File: src/rtl/key_event_decoder.sv
// key_event_decoder: turns the debounced key level into one-clock press/release/click/
// double-click/long/repeat pulses. Define KEY_EVENT_REPEAT_EN to build auto-repeat in LONG.
module key_event_decoder #(
  parameter int F_CLK     = 50000000,
  parameter int F_TICK    = 1000,
  parameter int LONG_MS   = 1000,
  parameter int DCLICK_MS = 300,
  parameter int REPEAT_MS = 200
) (
  input  logic clk,
  input  logic rst,
  input  logic key_state,
  output logic pressed,
  output logic press_pulse,
  output logic release_pulse,
  output logic click_pulse,
  output logic dclick_pulse,
  output logic long_pulse,
  output logic repeat_pulse
);

  localparam int DIV   = F_CLK / F_TICK;
  localparam int PRE_W = $clog2(DIV);

  localparam logic [15:0] LONG_T   = 16'(LONG_MS);
  localparam logic [15:0] DCLICK_T = 16'(DCLICK_MS);

  if (DIV < 2 || DIV * F_TICK != F_CLK || LONG_MS < 1 || LONG_MS > 65535 ||
      DCLICK_MS < 1 || DCLICK_MS > 65535 || REPEAT_MS < 1 || REPEAT_MS > 65535) begin : g_param_err
    $error("key_event_decoder: parameter out of range");
  end

  typedef enum logic [2:0] {
    IDLE   = 3'd0,
    PRESS  = 3'd1,
    WAIT2  = 3'd2,
    PRESS2 = 3'd3,
    LONG   = 3'd4
  } state_t;

  state_t           state;
  logic             s1, s2, s3;
  logic             press_edge_p0, release_edge_p0;
  logic [PRE_W-1:0] pre_cnt;
  logic             tick;
  logic [15:0]      cnt;

  function automatic logic [15:0] sat_inc(input logic [15:0] v);
    return (v == 16'hFFFF) ? v : v + 16'd1;
  endfunction

  // Stage 0: synchroniser, history flop and registered edge detect
  always_ff @(posedge clk) begin
    if (rst) begin
      s1              <= 1'b1;
      s2              <= 1'b1;
      s3              <= 1'b1;
      pressed         <= 1'b0;
      press_edge_p0   <= 1'b0;
      release_edge_p0 <= 1'b0;
    end else begin
      s1              <= key_state;
      s2              <= s1;
      s3              <= s2;
      pressed         <= ~s2;
      press_edge_p0   <= s3 & ~s2;
      release_edge_p0 <= ~s3 & s2;
    end
  end

  // Free-running millisecond prescaler
  always_ff @(posedge clk) begin
    if (rst) begin
      pre_cnt <= '0;
      tick    <= 1'b0;
    end else if (pre_cnt == PRE_W'(DIV - 1)) begin
      pre_cnt <= '0;
      tick    <= 1'b1;
    end else begin
      pre_cnt <= pre_cnt + PRE_W'(1);
      tick    <= 1'b0;
    end
  end

`ifdef KEY_EVENT_REPEAT_EN
  localparam logic [15:0] REPEAT_T = 16'(REPEAT_MS);
`else
  assign repeat_pulse = 1'b0;
`endif

  // Stage 1: event FSM; an edge always beats a same-cycle tick or threshold
  always_ff @(posedge clk) begin
    if (rst) begin
      state         <= IDLE;
      cnt           <= '0;
      press_pulse   <= 1'b0;
      release_pulse <= 1'b0;
      click_pulse   <= 1'b0;
      dclick_pulse  <= 1'b0;
      long_pulse    <= 1'b0;
`ifdef KEY_EVENT_REPEAT_EN
      repeat_pulse  <= 1'b0;
`endif
    end else begin
      press_pulse   <= 1'b0;
      release_pulse <= 1'b0;
      click_pulse   <= 1'b0;
      dclick_pulse  <= 1'b0;
      long_pulse    <= 1'b0;
`ifdef KEY_EVENT_REPEAT_EN
      repeat_pulse  <= 1'b0;
`endif
      if (tick) cnt <= sat_inc(cnt);

      case (state)
        IDLE: begin
          if (press_edge_p0) begin
            state       <= PRESS;
            cnt         <= '0;
            press_pulse <= 1'b1;
          end
        end
        PRESS: begin
          if (release_edge_p0) begin
            state         <= WAIT2;
            cnt           <= '0;
            release_pulse <= 1'b1;
          end else if (cnt == LONG_T) begin
            state      <= LONG;
            cnt        <= '0;
            long_pulse <= 1'b1;
          end
        end
        WAIT2: begin
          if (press_edge_p0) begin
            state       <= PRESS2;
            cnt         <= '0;
            press_pulse <= 1'b1;
          end else if (cnt == DCLICK_T) begin
            state       <= IDLE;
            cnt         <= '0;
            click_pulse <= 1'b1;
          end
        end
        PRESS2: begin
          if (release_edge_p0) begin
            state         <= IDLE;
            cnt           <= '0;
            release_pulse <= 1'b1;
            dclick_pulse  <= 1'b1;
          end else if (cnt == LONG_T) begin
            state      <= LONG;
            cnt        <= '0;
            long_pulse <= 1'b1;
          end
        end
        LONG: begin
          if (release_edge_p0) begin
            state         <= IDLE;
            cnt           <= '0;
            release_pulse <= 1'b1;
          end
`ifdef KEY_EVENT_REPEAT_EN
          else if (cnt == REPEAT_T) begin
            cnt          <= '0;
            repeat_pulse <= 1'b1;
          end
`endif
        end
        default: begin
          state <= IDLE;
          cnt   <= '0;
        end
      endcase
    end
  end

endmodule
File: config.mk
export PLATFORM = sky130hd
export DESIGN_NAME = key_event_decoder
export DESIGN_NICKNAME = d
export VERILOG_FILES = /design/src/rtl/key_event_decoder.sv
export SDC_FILE = /design/constraint.sdc
export NUM_CORES = 1
export LEC_CHECK = 0
export CAP_MARGIN = 30
export CORE_MARGIN = 8
export CORE_UTILIZATION = 45
export DETAILED_ROUTE_END_ITERATION = 10
export PLACE_DENSITY = 0.69
export SYNTH_ARGS = -nofsm -noshare
export SYNTH_HDL_FRONTEND = slang
export SYNTH_SLANG_ARGS = --single-unit
File: constraint.sdc
create_clock -name clk -period 2.44 [get_ports clk]
set_input_delay 0.488 -clock clk [delete_from_list [all_inputs] [get_ports clk]]
set_output_delay 0.488 -clock clk [all_outputs]
set_load 0.02 [all_outputs]
======== Word-level counts from Yosys, hierarchy flattened ========
Cells that the tools add are included.
storage, ports and cells
  register bits ........................... 47
  input bits .............................. 3
  output and inout port bits .............. 7
  logic and storage cells ................. 70
cells by class
  add/sub/neg operators ................... 2
  equality and inequality tests ........... 11
  mux-type cells .......................... 22
  bitwise gates (word level) .............. 9
  reduce and logical (&&, ||, !) cells .... 11
operator list
  operator                                                                 count
  16-bit two-way mux                                                       8
  16-bit case mux with 4 select lines                                      1
  16-bit by 1-bit adder with 16-bit output, second input constant          2
  16-bit equality test, second input constant                              2
  3-bit two-way mux                                                        7
  16-bit by 10-bit equality test with 1-bit output, second input constant  1
  16-bit by 9-bit equality test with 1-bit output, second input constant   1
  3-bit case mux with 5 select lines                                       1
  2-bit OR reduction                                                       6
  3-bit OR reduction                                                       3
  1-bit inverter                                                           7
  3-bit by 2-bit equality test with 1-bit output, second input constant    2
  1-bit two-way mux                                                        5
  2-bit inequality test, second input constant                             2
  3-bit by 1-bit equality test with 1-bit output, second input constant    1
  3-bit equality test, second input constant                               1
  3-bit logical NOT                                                        1
  3-bit inequality test, second input constant                             1
  3-bit AND reduction                                                      1
  1-bit AND                                                                2

======== Logic depth before layout (Yosys ltp) ========
Gate-level depths: netlist (run 1).
  depth in word-level cells ............... 6
  depth in mapped cells ................... 8
  depth with buffers taken out ............ 7

======== Worst setup path before layout (run 1) ========
Ideal clock, no wire load.
  path type ............................... flip-flop to flip-flop
  start ................................... register cnt[0]
  end ..................................... register cnt[5]
  library setup time ...................... 127 ps
  data arrival time ....................... 1701 ps
  data required time ...................... 2313 ps
  slack ................................... 612 ps
  stages on the path, launching flop included .. 9
  path buffers ............................ 1
  period minus slack after synthesis ...... 1828 ps
  cells stage by stage .................... dfxtp_1 > inv_1 > ha_1 > or4bb_1 > nor4_2 > nor3b_1 > a21oi_4 > buf_6 > a31oi_1
between the ends
  longest elaborated chain between the ends .. 6
  elaborated cells on any way between the ends .. 13
  classes of those cells .................. add/sub: 1; eq/ne: 3; mux: 9
RTL lines
  what                                                                              line           text
  start: declaration                                                                46             logic [15:0] cnt;
  start signal: assignment                                                          113            if (tick) cnt <= sat_inc(cnt);
  16-bit by 1-bit adder with 16-bit output or 16-bit equality test (tied branches)  49             return (v == 16'hFFFF) ? v : v + 16'd1;
  16-bit two-way mux                                                                49
  16-bit two-way mux                                                                113
  16-bit two-way mux (on tied branches)                                             128, 151, 139
  16-bit two-way mux (on tied branches)                                             146, 135
  16-bit case mux with 4 select lines (*)                                           115            case (state)
Mark *: on every way between the ends. The rest lies on a longest branch, timed or not.
A chain may end at the register's enable or synchronous reset.

======== Worst setup path in the final report (run 1) ========
  start ................................... register cnt[0]
  end ..................................... register cnt[14]
Same word-level chain as after synthesis.

==> results of run 1 <==
[Yosys cell counts (2+ instances only)]
master	count	area, µm²
nor2_1	33	124
dfxtp_1	47	941
a211oi_1	4	30.0
nand2b_1	2	12.5
a31oi_1	4	25.0
nand4_1	6	37.5
nand3_1	17	85.1
or2_2	5	31.3
or3_1	4	25.0
and4_1	2	17.5
nand2_1	16	60.1
clkbuf_1	3	11.3
a311oi_1	2	17.5
inv_1	10	37.5
ha_1	3	37.5
or4bb_1	2	22.5
nor4_1	4	25.0
and2_1	2	12.5
nor3_1	10	50.1
nor2b_1	2	12.5
xor2_1	12	105
o21ai_0	6	30.0
and3_1	7	43.8
xnor2_1	7	61.3
a21oi_1	7	35.0
nor3b_1	2	15.0
[cells in the final DEF, fill, tap and decap left out, types with 2 or more instances in the layout]
| cell type | n |
|---|---|
| dfxtp_1 | 47 |
| nor2_1 | 33 |
| nand3_1 | 17 |
| nand2_1 | 16 |
| xor2_1 | 12 |
| inv_1 | 10 |
| nor3_1 | 10 |
| clkdlybuf4s50_1 | 8 |
| and3_1 | 7 |
| xnor2_1 | 7 |
| a21oi_1 | 7 |
| nand4_1 | 6 |
| o21ai_0 | 6 |
| or2_2 | 5 |
| clkbuf_8 | 5 |
| or3_1 | 4 |
| nor4_1 | 4 |
| a31oi_1 | 4 |
| a211oi_1 | 4 |
| ha_1 | 3 |
| nor2b_1 | 2 |
| or4bb_1 | 2 |
| nor3b_1 | 2 |
| nand2b_1 | 2 |
| a311oi_1 | 2 |
| and4_1 | 2 |
| and2_1 | 2 |
| buf_4 | 2 |
[per-layer routing]
layer	track usage, %	vias to the layer above	part of all wire, %
li1	-	857	-
met1	13.6	780	50
met2	18.0	19	45
met3	3.68	7	4.1
met4	4.87	0	1.5
met5	0	-	0
[critical path, cell delays in order, from the launching register on]
cell and delay [ps]:
dfxtp_1 340, inv_1 90, ha_1 180, or4bb_1 490
nor4_2 260, nor3b_1 140, a21oi_4 380, a211oi_1 90
[worst min path at each step]
stage / startpoint / end / slack [ps]
floorplan: s3 / release_edge_p0 / 390
global placement: s1 / s2 / 390
detailed placement: s3 / release_edge_p0 / 400
CTS: s1 / s2 / 430
global route: s1 / s2 / 440
finish: s1 / s2 / 420
[cell families after synthesis]
family                     count (synthesis)  synth area share [%]
other                                      1                 0.179
xor gates and xnor gates                  19                  7.95
DFF                                       47                  44.9
buffers and inverters                     16                  3.47
muxes                                      1                 0.478
AOI/OAI and AO/OA                         27                  9.03
and+or+nand+nor                          123                  32.2
adders and majority gates                  3                  1.79
[metrics by stage]
step | utilization, % | worst slack, ps
final | 50.8 | 324
after floorplan | - | 612
after global placement | 48.3 | 387
after global routing | 50.8 | 127
after CTS | 50.8 | 296
after detailed placement | 48.3 | 309
[power groups by stage]
stage / clock (mW) / sequential [mW] / combinational (mW)
4_1_cts: 0.599 / 0.780 / 0.0434
3_5_place_dp: 0 / 0.798 / 0.0433
2_1_floorplan: 0 / 0.798 / 0.0338
5_1_grt: 0.627 / 0.782 / 0.0488
6_report: 0.579 / 0.780 / 0.0427
3_3_place_gp: 0 / 0.798 / 0.0426
[layout make-up]
| class | instances | area, µm² | share of cell area, % |
|---|---|---|---|
| Timing Repair Buffer | 10 | 95.1 | 4.07 |
| Inverter | 10 | 37.5 | 1.61 |
| Multi-Input combinational cell | 174 | 1080 | 46.2 |
| Sequential cell | 47 | 941 | 40.3 |
| Clock inverter | 3 | 46.3 | 1.98 |
| Tap cell | 54 | 67.6 | 2.89 |
| Clock buffer | 5 | 68.8 | 2.95 |
==> results.toml, run 1 <==
[placed_design]
dp_cells = 295
place.gp.congestion = 0.820
place_area_um2 = 2220
dpl.hpwl_um = 2650
numPortBuffers = 8

[critical_path]
critPathKind = "reg2reg"
r2r_cells = 7
r2r-end = "cnt[14]"
worstSetupStartpointType = "flop"
critPathRequiredTime_ps = 2610
critPathMaxFanout = 16
critical_path.endpoint = "cnt[14]"
cp_data_arrival_time_ps = 2280
r2r_start = "cnt[0]"
crit_path_start = "cnt[0]"
r2r_slack_ps = 320
end_kind = "flop"

[global_routing]
grt_pass1_vias = 1582
grt_pass1_wl_um = 6810
antenna_found_initial = 0
grt_max_degree = 17
grt-ovfl-total = 0
grt_use_total_pct = 11.4

[power]
intPower_mw = 1.10
p_per_area_nw_per_um2 = 600
switchingPower_uw = 303
clkPwrFrac_pct = 41.3
pwr-share-seq_pct = 55.7
max-vdd-ir-drop_mv = 0.318
finalPower_mw = 1.40
p_sw_share_pct = 21.6
pwr-share-comb_pct = 3.0
leakagePower_nw = 0.770

[yosys]
async_flop_share_pct = 0
syn_nets = 243
synth_edf_count = 0
ys_seq_elements = 47
syn_inst = 237
netlist_area_um2 = 2090
ys_seq_area_share_pct = 44.9
synthFlopType = "dfxtp_1"
synth_warnings = 0
yosysUniqueCellTypes = 44
syn_avg_cell_area_um2 = 8.83

[detailed_routing]
totalWireLength_um = 3750
drtIter0Drc = 134
ant_nets = 0
vias = 1663
avgRoutedWirePerCell_um = 12.4
drt-pass1-iter-count = 4
drc_errors = 0
vias_per_cell = 5.49

[floorplan]
rows = 25
die_w_um = 84.2
die_area_um2 = 7090
die_h_um = 84.2
ioPinCount = 10
start_util_pct = 45.5
coreArea_um2 = 4600

[clock_network]
insertion_delay_ps = 300
clock_sinks = 47
cts_max_level = 2
holdBufCountCts = 0
tritoncts = "built"
cts-root-buf = "clkbuf_8"
path_clk_slew_ps = 90
cts_setup_buffers = 0
cts_resized = 0
numCtsBuffers = 5
clockBufferDepth = 2

[hold_path]
holdPathStages = 1
hp-class = "reg2reg"

[timing]
final_hold_viol_count = 0
fin_skew_ps = 10.1
hold_slack_ps = 418
worstMarginPinSlew_ps = 576
max_freq_mhz = 473
setup_viol = 0
setup_tns_ps = 0
finalMaxSlewViolations = 0
slew_headroom_pct = 61.2
min_period_ps = 2120
rsz0062_at_grt = "false"
period_share_pct = 86.7

[layout]
reg_top3 = "cnt (16), pre_cnt (16), state (3)"
fin_area_um2 = 2340
diodes = 0
areaGrowthSynthToFinish_pct = 11.6
final-instance-count-excl-fill = 303
drive_gt1_share_pct = 8.43
nFillCells = 412
nNetsFinal = 254

[run_status]
status = "finished, final reports clean"

[job]
drv_cap = 0
(Power assumes the default switching activity.)
==> run 2: changes to the inputs <==
==> constraint.sdc (replaced) <==
create_clock -name clk -period 2.4 [get_ports clk]
set_input_delay 0.48 -clock clk [delete_from_list [all_inputs] [get_ports clk]]
set_output_delay 0.48 -clock clk [all_outputs]
set_load 0.02 [all_outputs]
==> results.toml, run 2 (synthesis results as in run 1) <==
[critical_path]
critPathMaxStageDelay_ps = 490
critPathKind = "reg2reg"
critPathRequiredTime_ps = 2570
crit_path_start = "cnt[0]"
end_kind = "flop"
worst-path-buf-inv = 1
critPathMaxFanout = 16
cp_data_arrival_time_ps = 2270
r2r_start = "cnt[0]"
crit_chain = "inv_1 > ha_1 > or4bb_1 > nor4_2 > nor3b_1 > a21oi_4 > a211oi_1"
crit_family = "simple AND/OR/NAND/NOR gates"
worstSetupStartpointType = "flop"
crit_slowest_cell = "or4bb_1"

[detailed_routing]
drtIter0Drc = 136
avgRoutedWirePerCell_um = 12.8
ant_nets = 0
vias_per_cell = 5.54
drt-pass1-iter-count = 4
drc_errors = 0
vias = 1679
totalWireLength_um = 3870

[timing]
setup_viol = 0
slew_headroom_pct = 60.7
max_freq_mhz = 477
worstMarginPinSlew_ps = 585
finalMaxSlewViolations = 0
final_hold_viol_count = 0
min_period_ps = 2100
rsz0062_at_grt = "false"
period_share_pct = 87.3
fin_skew_ps = 8.54
setup_tns_ps = 0

[job]
drv_cap = 0

[floorplan]
ioPinCount = 10
coreArea_um2 = 4600
rows = 25
die_area_um2 = 7090
start_util_pct = 45.5
die_h_um = 84.2
die_w_um = 84.2

[clock_network]
holdBufCountCts = 0
clockBufferDepth = 2
numCtsBuffers = 5
insertion_delay_ps = 310
cts-root-buf = "clkbuf_8"
cts_max_level = 2
path_clk_slew_ps = 100
clock_sinks = 47
cts_resized = 0
tritoncts = "built"
cts_setup_buffers = 0

[global_routing]
grt_use_total_pct = 11.4
grt-ovfl-total = 0
grt_max_degree = 18
grt_pass1_wl_um = 6870
grt_pass1_vias = 1538
antenna_found_initial = 0

[placed_design]
dpl.hpwl_um = 2670
place.gp.congestion = 0.815
numPortBuffers = 8

[layout]
areaGrowthSynthToFinish_pct = 10.6
reg_top3 = "cnt (16), pre_cnt (16), state (3)"
layout_common_cells = "dfxtp_1 (47), nor2_1 (33), nand3_1 (17)"
final_common_cell = "dfxtp_1"
diodes = 0
nNetsFinal = 254
drive_gt1_share_pct = 8.43

[hold_path]
worstHoldStart = "s3"
hp-class = "reg2reg"

[power]
max-vdd-ir-drop_mv = 0.305
p_per_area_nw_per_um2 = 579
finalPower_mw = 1.34
leakagePower_nw = 0.765

[run_status]
status = "finished, final reports clean"
run 2: cell type report:
type / instances / area [µm²]
Multi-Input combinational cell: 174 / 1080
Inverter: 10 / 37.5
Fill cell: 428 / 2280
Clock inverter: 3 / 26.3
Timing Repair Buffer: 10 / 95.1
Clock buffer: 5 / 68.8
Tap cell: 54 / 67.6
Sequential cell: 47 / 941
run 2: per-stage QoR:
step                cell area [µm²]  util [%]  setup WS (ps)  cells  hold WS, ps
floorplan                      2090         -            572    237          388
global placement               2220      48.3            358    295          393
detailed placement             2220      48.3            309    295          407
CTS                            2320      50.4            294    303          430
global route                   2320      50.4            111    303          464
finish                         2320      50.4            304    303          425
run 2: power by group:
group | internal [mW] | total [mW] | switching, mW
Sequential | 0.788 | 0.794 | 0.00614
Clock | 0.216 | 0.504 | 0.287
Combinational | 0.0164 | 0.0436 | 0.0272
Total | 1.02 | 1.34 | 0.321
run 2: final timing paths:
path / to / slack (ps) / cells past startpoint
setup reg to reg: cnt[14] / 300 / 7
hold / removal: release_edge_p0 / 420 / 1
setup / recovery: cnt[14] / 300 / 7
hold reg to reg: release_edge_p0 / 420 / 1
run 2: worst reg2reg max path, stage by stage, from the launching register on:
cell      delay [ps]
dfxtp_1          340
inv_1             90
ha_1             170
or4bb_1          490
nor4_2           260
nor3b_1          140
a21oi_4          390
a211oi_1          90
run 2: routing by layer:
layer / up-vias / routed length (µm) / GRT usage, %
met3: 7 / 265 / 4.16
met5: - / 0 / 0
met1: 775 / 1780 / 13.5
met2: 43 / 1770 / 18.7
li1: 854 / - / -
met4: 0 / 53 / 3.77
==> edit 1: new RTL, flow settings as in run 2 <==
Encoding of `state_t`: now Gray code (3 bits for 5 states).
--- a/src/rtl/key_event_decoder.sv
+++ b/src/rtl/key_event_decoder.sv
@@ -33,7 +33,7 @@
   typedef enum logic [2:0] {
-    IDLE   = 3'd0,
-    PRESS  = 3'd1,
-    WAIT2  = 3'd2,
-    PRESS2 = 3'd3,
-    LONG   = 3'd4
+    IDLE   = 3'b000,
+    PRESS  = 3'b001,
+    WAIT2  = 3'b011,
+    PRESS2 = 3'b010,
+    LONG   = 3'b110
   } state_t;
Check against the original RTL: same outputs for any inputs over 10 cycles, from zero or initial values and one cycle with rst high; not proved beyond that.
==> edit 1 against run 2 <==
  * Core utilization up 0.59 points
  * Worst setup slack improved by 0.19 ns
  * Synthesized cell count is 0.84% lower
  * Routed wire length is 8.3% lower
  * Final area up 3.2%
  * Via count decreased by 5.9%
  * Non-clock buffer count fell by 1
  * Area after synthesis is 4.2% higher
  * Critical path depth did not move
  * Sequential cell count unchanged
  * Highest routed layer unchanged
Power is not compared: it rests on default switching activity, and its combinational part moved more than twofold at a synthesized area within 25%.
==> edit 1: results (changes against run 2) <==
Status
  • Result of the run: completed (unchanged)

Timing
  • Hold slack: 0.415 ns (was 0.425 ns)
  • Count of pins over their slew limit: 0 (unchanged)
  • Clk_skew: 0.0104 ns (was 0.00854 ns)
  • Slew of the pin with the lowest slew margin: 0.512 ns (was 0.585 ns)

CTS
  • Post-CTS setup buffer count: 0 (unchanged)

Logic synthesis
  • Sequential share of the synthesized area: 0.431 (was 0.449)
  • Net count after synthesis: 241 (was 243)
  • Commonest cells in the synthesized netlist: 47 x sky130_fd_sc_hd__dfxtp_1, 36 x sky130_fd_sc_hd__nor2_1, 15 x sky130_fd_sc_hd__xnor2_1, 12 x sky130_fd_sc_hd__nand3_1 (was 47 x sky130_fd_sc_hd__dfxtp_1, 33 x sky130_fd_sc_hd__nor2_1, 17 x sky130_fd_sc_hd__nand3_1, 16 x sky130_fd_sc_hd__nand2_1, 12 x sky130_fd_sc_hd__xor2_1)
  • Ys flop type: sky130_fd_sc_hd__dfxtp_1 (unchanged)
  • Asr flop ratio synth: 0 (unchanged)
  • Synth area leaders: sky130_fd_sc_hd__dfxtp_1 43%, sky130_fd_sc_hd__nor2_1 6.2%, sky130_fd_sc_hd__xnor2_1 6.0% (was sky130_fd_sc_hd__dfxtp_1 45%, sky130_fd_sc_hd__nor2_1 5.9%, sky130_fd_sc_hd__xor2_1 5.0%)
  • Netlist cell types: 46 (was 44)

Global routing
  • Total global-route track usage: 0.110 (was 0.114)
  • Via count of the first global-routing pass: 1512 (was 1538)
  • Largest net degree at the start of global routing: 19 (was 18)
  • Wire length of the first global-routing pass: 6610 um (was 6870 um)

Setup path
  • Endpoint arrival time on the critical path: 2.09 ns (was 2.27 ns)
  • Crit-path max cell delay: 0.45 ns (was 0.49 ns)
  • Slowest library cell on the worst path: sky130_fd_sc_hd__and3_2 (was sky130_fd_sc_hd__or4bb_1)
  • Setup slack on the worst flop-to-flop path: 0.49 ns (was 0.30 ns)
  • Reg2reg path depth: 7 (unchanged)
  • R2R Path End: cnt[2] (was cnt[14])

Layout
  • Ant diodes: 0 (unchanged)
  • Layout cell share with drive strength beyond 1: 0.146 (was 0.0843)
  • Final-stage net count: 251 (was 254)
  • Count of fill cells added during filler insertion: 452 (was 428)

Placement
  • HPWL Detailed: 2530 um (was 2670 um)
  • Placer congestion estimate: 0.813 (was 0.815)

Pwr
  • Fraction of power consumed by the clock network: 0.360

Min path
  • Type of the worst min-delay path: flip-flop to flip-flop (unchanged)

Detailed routing
  • Average vias per placed instance: 5.27 (was 5.54)
  • Final Routed Wirelength: 3550 um (was 3870 um)
  • Initial DRC Count: 79 (was 136)
-- edit 1: cell count changes after synthesis, sizes merged, moves of 3 or more --
cell	delta
nor2	+13
xnor2	+8
nand2	-6
nor3	-6
o21ai	-6
nand3	-4
nand4	+4
nor4b	+4
a31oi	-3
and3	-3
nor2b	+3
or3	-3
-- edit 1: per-layer routing --
| layer | track usage | part of all wire |
|---|---|---|
| met5 | 0 | 0 |
| met4 | 0.0573 | 0.019 |
| met3 | 0.0287 | 0.023 |
| met2 | 0.169 | 0.46 |
| met1 | 0.136 | 0.50 |
-- edit 1: cell type report --
cell class                      count  area [um^2]  share of cell area
Tap cell                           54         67.6              0.0283
Clock buffer                        5         68.8              0.0288
Multi-Input combinational cell    174         1170               0.488
Timing Repair Buffer                9         87.6              0.0366
Inverter                            8         30.0              0.0126
Sequential cell                    47          941               0.394
Clock inverter                      3         28.8              0.0120
-- edit 1: cells by family (layout without fill, tap and decap cells) --
group	after synthesis	in the layout	synth area share
buffers and inverters	14	25	0.0338
AOI/OAI and AO/OA	15	15	0.0568
muxes	2	2	0.00918
adders and majority gates	3	3	0.0172
DFF	47	47	0.431
and+or+nand+nor	128	128	0.349
xor gates and xnor gates	25	25	0.100
other	1	1	0.00172
-- edit 1: per-stage QoR --
step           setup slack [ns]  std cells  utilization  cell area, um^2
2_1_floorplan             0.779        235            -             2180
3_3_place_gp              0.165        292        0.489             2290
3_5_place_dp              0.136        292        0.489             2290
4_1_cts                   0.175        300        0.509             2390
5_1_grt                   0.276        300        0.510             2390
6_report                  0.491        300        0.510             2390
==> edit 2: new RTL, settings of run 2 <==
Made on the original files. The parameter `DCLICK_MS` goes from 300 to 256.
--- a/src/rtl/key_event_decoder.sv
+++ b/src/rtl/key_event_decoder.sv
@@ -6,3 +6,3 @@
   parameter int LONG_MS   = 1000,
-  parameter int DCLICK_MS = 300,
+  parameter int DCLICK_MS = 256,
   parameter int REPEAT_MS = 200
Check against the original RTL: no difference found for any inputs over 10 cycles, from zero or initial values and one cycle with rst high; that may be too few to reach the edited logic, so the function may still have changed.
==> edit 2 against run 2 <==
  * Core utilization increased by 2.2 points
  * Area after synthesis fell by 0.24%
  * Worst setup slack worse by 0.13 ns
  * Critical path depth is 1 higher
  * Routed wire length fell by 0.21%
  * Total power decreased by 3.4%
  * Critical endpoint is now cnt[13]
  * Sequential cell count is the same
  * Final area is 0.22% higher
  * Highest routed layer unchanged
  * First-iteration DRC count decreased by 31%
  * Die area shrank 0.20%
==> edit 2: results (changes against run 2) <==
Status
  • Result of the run: completed (unchanged)

Pwr
  • Int Pwr: 1.01 mW (was 1.02 mW)
  • P_comb: 44.7 uW (was 43.6 uW)
  • Sequential power share: 0.613 (was 0.592)
  • Static power due to leakage: 0.814 nW (was 0.765 nW)
  • Combinational share of power: 0.035 (was 0.033)
  • Worst IR Drop VDD: 357 uV (was 305 uV)

Logic synthesis
  • Sequential share of the synthesized area: 0.451 (was 0.449)
  • Net count after synthesis: 240 (was 243)
  • Netlist cell types: 43 (was 44)
  • Commonest cells in the synthesized netlist: 47 x sky130_fd_sc_hd__dfxtp_1, 43 x sky130_fd_sc_hd__nor2_1, 14 x sky130_fd_sc_hd__nand2_1, 13 x sky130_fd_sc_hd__nand3_1, 13 x sky130_fd_sc_hd__xor2_1 (was 47 x sky130_fd_sc_hd__dfxtp_1, 33 x sky130_fd_sc_hd__nor2_1, 17 x sky130_fd_sc_hd__nand3_1, 16 x sky130_fd_sc_hd__nand2_1, 12 x sky130_fd_sc_hd__xor2_1)
  • Synth area leaders: sky130_fd_sc_hd__dfxtp_1 45%, sky130_fd_sc_hd__nor2_1 7.7%, sky130_fd_sc_hd__xor2_1 5.5% (was sky130_fd_sc_hd__dfxtp_1 45%, sky130_fd_sc_hd__nor2_1 5.9%, sky130_fd_sc_hd__xor2_1 5.0%)
  • Post-synthesis cell count: 234 (was 237)

Setup path
  • Reg2reg path depth: 8 (was 7)
  • Slowest library cell on the worst path: sky130_fd_sc_hd__or4b_4 (was sky130_fd_sc_hd__or4bb_1)
  • Endpoint arrival time on the critical path: 2.39 ns (was 2.27 ns)
  • Worst setup path end: cnt[13] (was cnt[14])
  • Setup slack on the worst flop-to-flop path: 0.18 ns (was 0.30 ns)

Global routing
  • Via count of the first global-routing pass: 1589 (was 1538)
  • Wire length of the first global-routing pass: 6780 um (was 6870 um)
  • Total global-route track usage: 0.113 (was 0.114)
  • Largest net degree at the start of global routing: 17 (was 18)

Detailed routing
  • Final routed DRC violation total: 0 (unchanged)
  • Average vias per placed instance: 5.29 (was 5.54)
  • Average wire per cell in the routed design: 12.8 um (about the same)
  • Final Routed Wirelength: 3860 um (was 3870 um)
  • Initial DRC Count: 94 (was 136)

Timing
  • Post-layout min period: 2.22 ns (was 2.10 ns)
  • Hold slack: 0.415 ns (was 0.425 ns)
  • Slew of the pin with the lowest slew margin: 0.786 ns (was 0.585 ns)
  • Clk_skew: 0.00921 ns (was 0.00854 ns)

Placement
  • Placer congestion estimate: 0.878 (was 0.815)
  • Placed inst area: 2240 um^2 (was 2220 um^2)
  • Placed instance count: 294 (was 295)
  • Setup slack at placement: 0.207 ns (was 0.309 ns)

Min path
  • Hold path endpoint: release_edge_p0 (unchanged)

Layout
  • Layout cell share with drive strength beyond 1: 0.0840 (was 0.0843)
  • Final-stage net count: 255 (was 254)
  • Biggest registers after layout: cnt x16, pre_cnt x16, state x3 (unchanged)

CTS
  • Total CTS buffers: 5 (unchanged)
-- edit 2: changes by cell type in the layout (fill, tap and decap cells not counted), moves of 3 or more --
cell,run 2,this run
sky130_fd_sc_hd__nand3_1,17,13
sky130_fd_sc_hd__a31oi_1,4,1
sky130_fd_sc_hd__nor2_1,33,43
sky130_fd_sc_hd__clkinv_2,0,3
sky130_fd_sc_hd__inv_6,3,0
sky130_fd_sc_hd__and2_1,2,5
sky130_fd_sc_hd__o211ai_1,0,4
sky130_fd_sc_hd__and3_1,7,3
sky130_fd_sc_hd__a21oi_1,7,4
sky130_fd_sc_hd__xnor2_1,7,10
-- edit 2: cell type report --
cell class	count	area, um^2
Timing Repair Buffer	12	110
Fill cell	414	2090
Clock inverter	3	15.0
Tap cell	52	65.1
Sequential cell	47	941
Inverter	10	37.5
Clock buffer	5	68.8
Multi-Input combinational cell	173	1080
-- edit 2: routing by layer --
| layer | vias up | part of all wire | track usage |
|---|---|---|---|
| li1 | 843 | - | - |
| met1 | 729 | 0.50 | 0.129 |
| met2 | 19 | 0.45 | 0.189 |
| met3 | 7 | 0.030 | 0.0293 |
| met4 | 0 | 0.018 | 0.0597 |
| met5 | - | 0 | 0 |
-- edit 2: cell families (layout without fill, tap and decap cells) --
kind of cell    Yosys count  count (layout)  synth area share
simple gates            121             121             0.310
flops                    47              47             0.451
compound gates           23              23            0.0833
xor+xnor                 23              23            0.0965
buf+inv                  14              30            0.0306
fa+ha+maj                 3               3            0.0180
mux                       2               2           0.00959
other cells               1               1           0.00180
-- edit 2: critical path, delay by kind of cell (launching register included) --
family	cells	cell delay [ns]
buf+inv	2	0.38
fa+ha+maj	1	0.16
compound gates	2	0.28
flops	1	0.34
simple gates	3	0.93
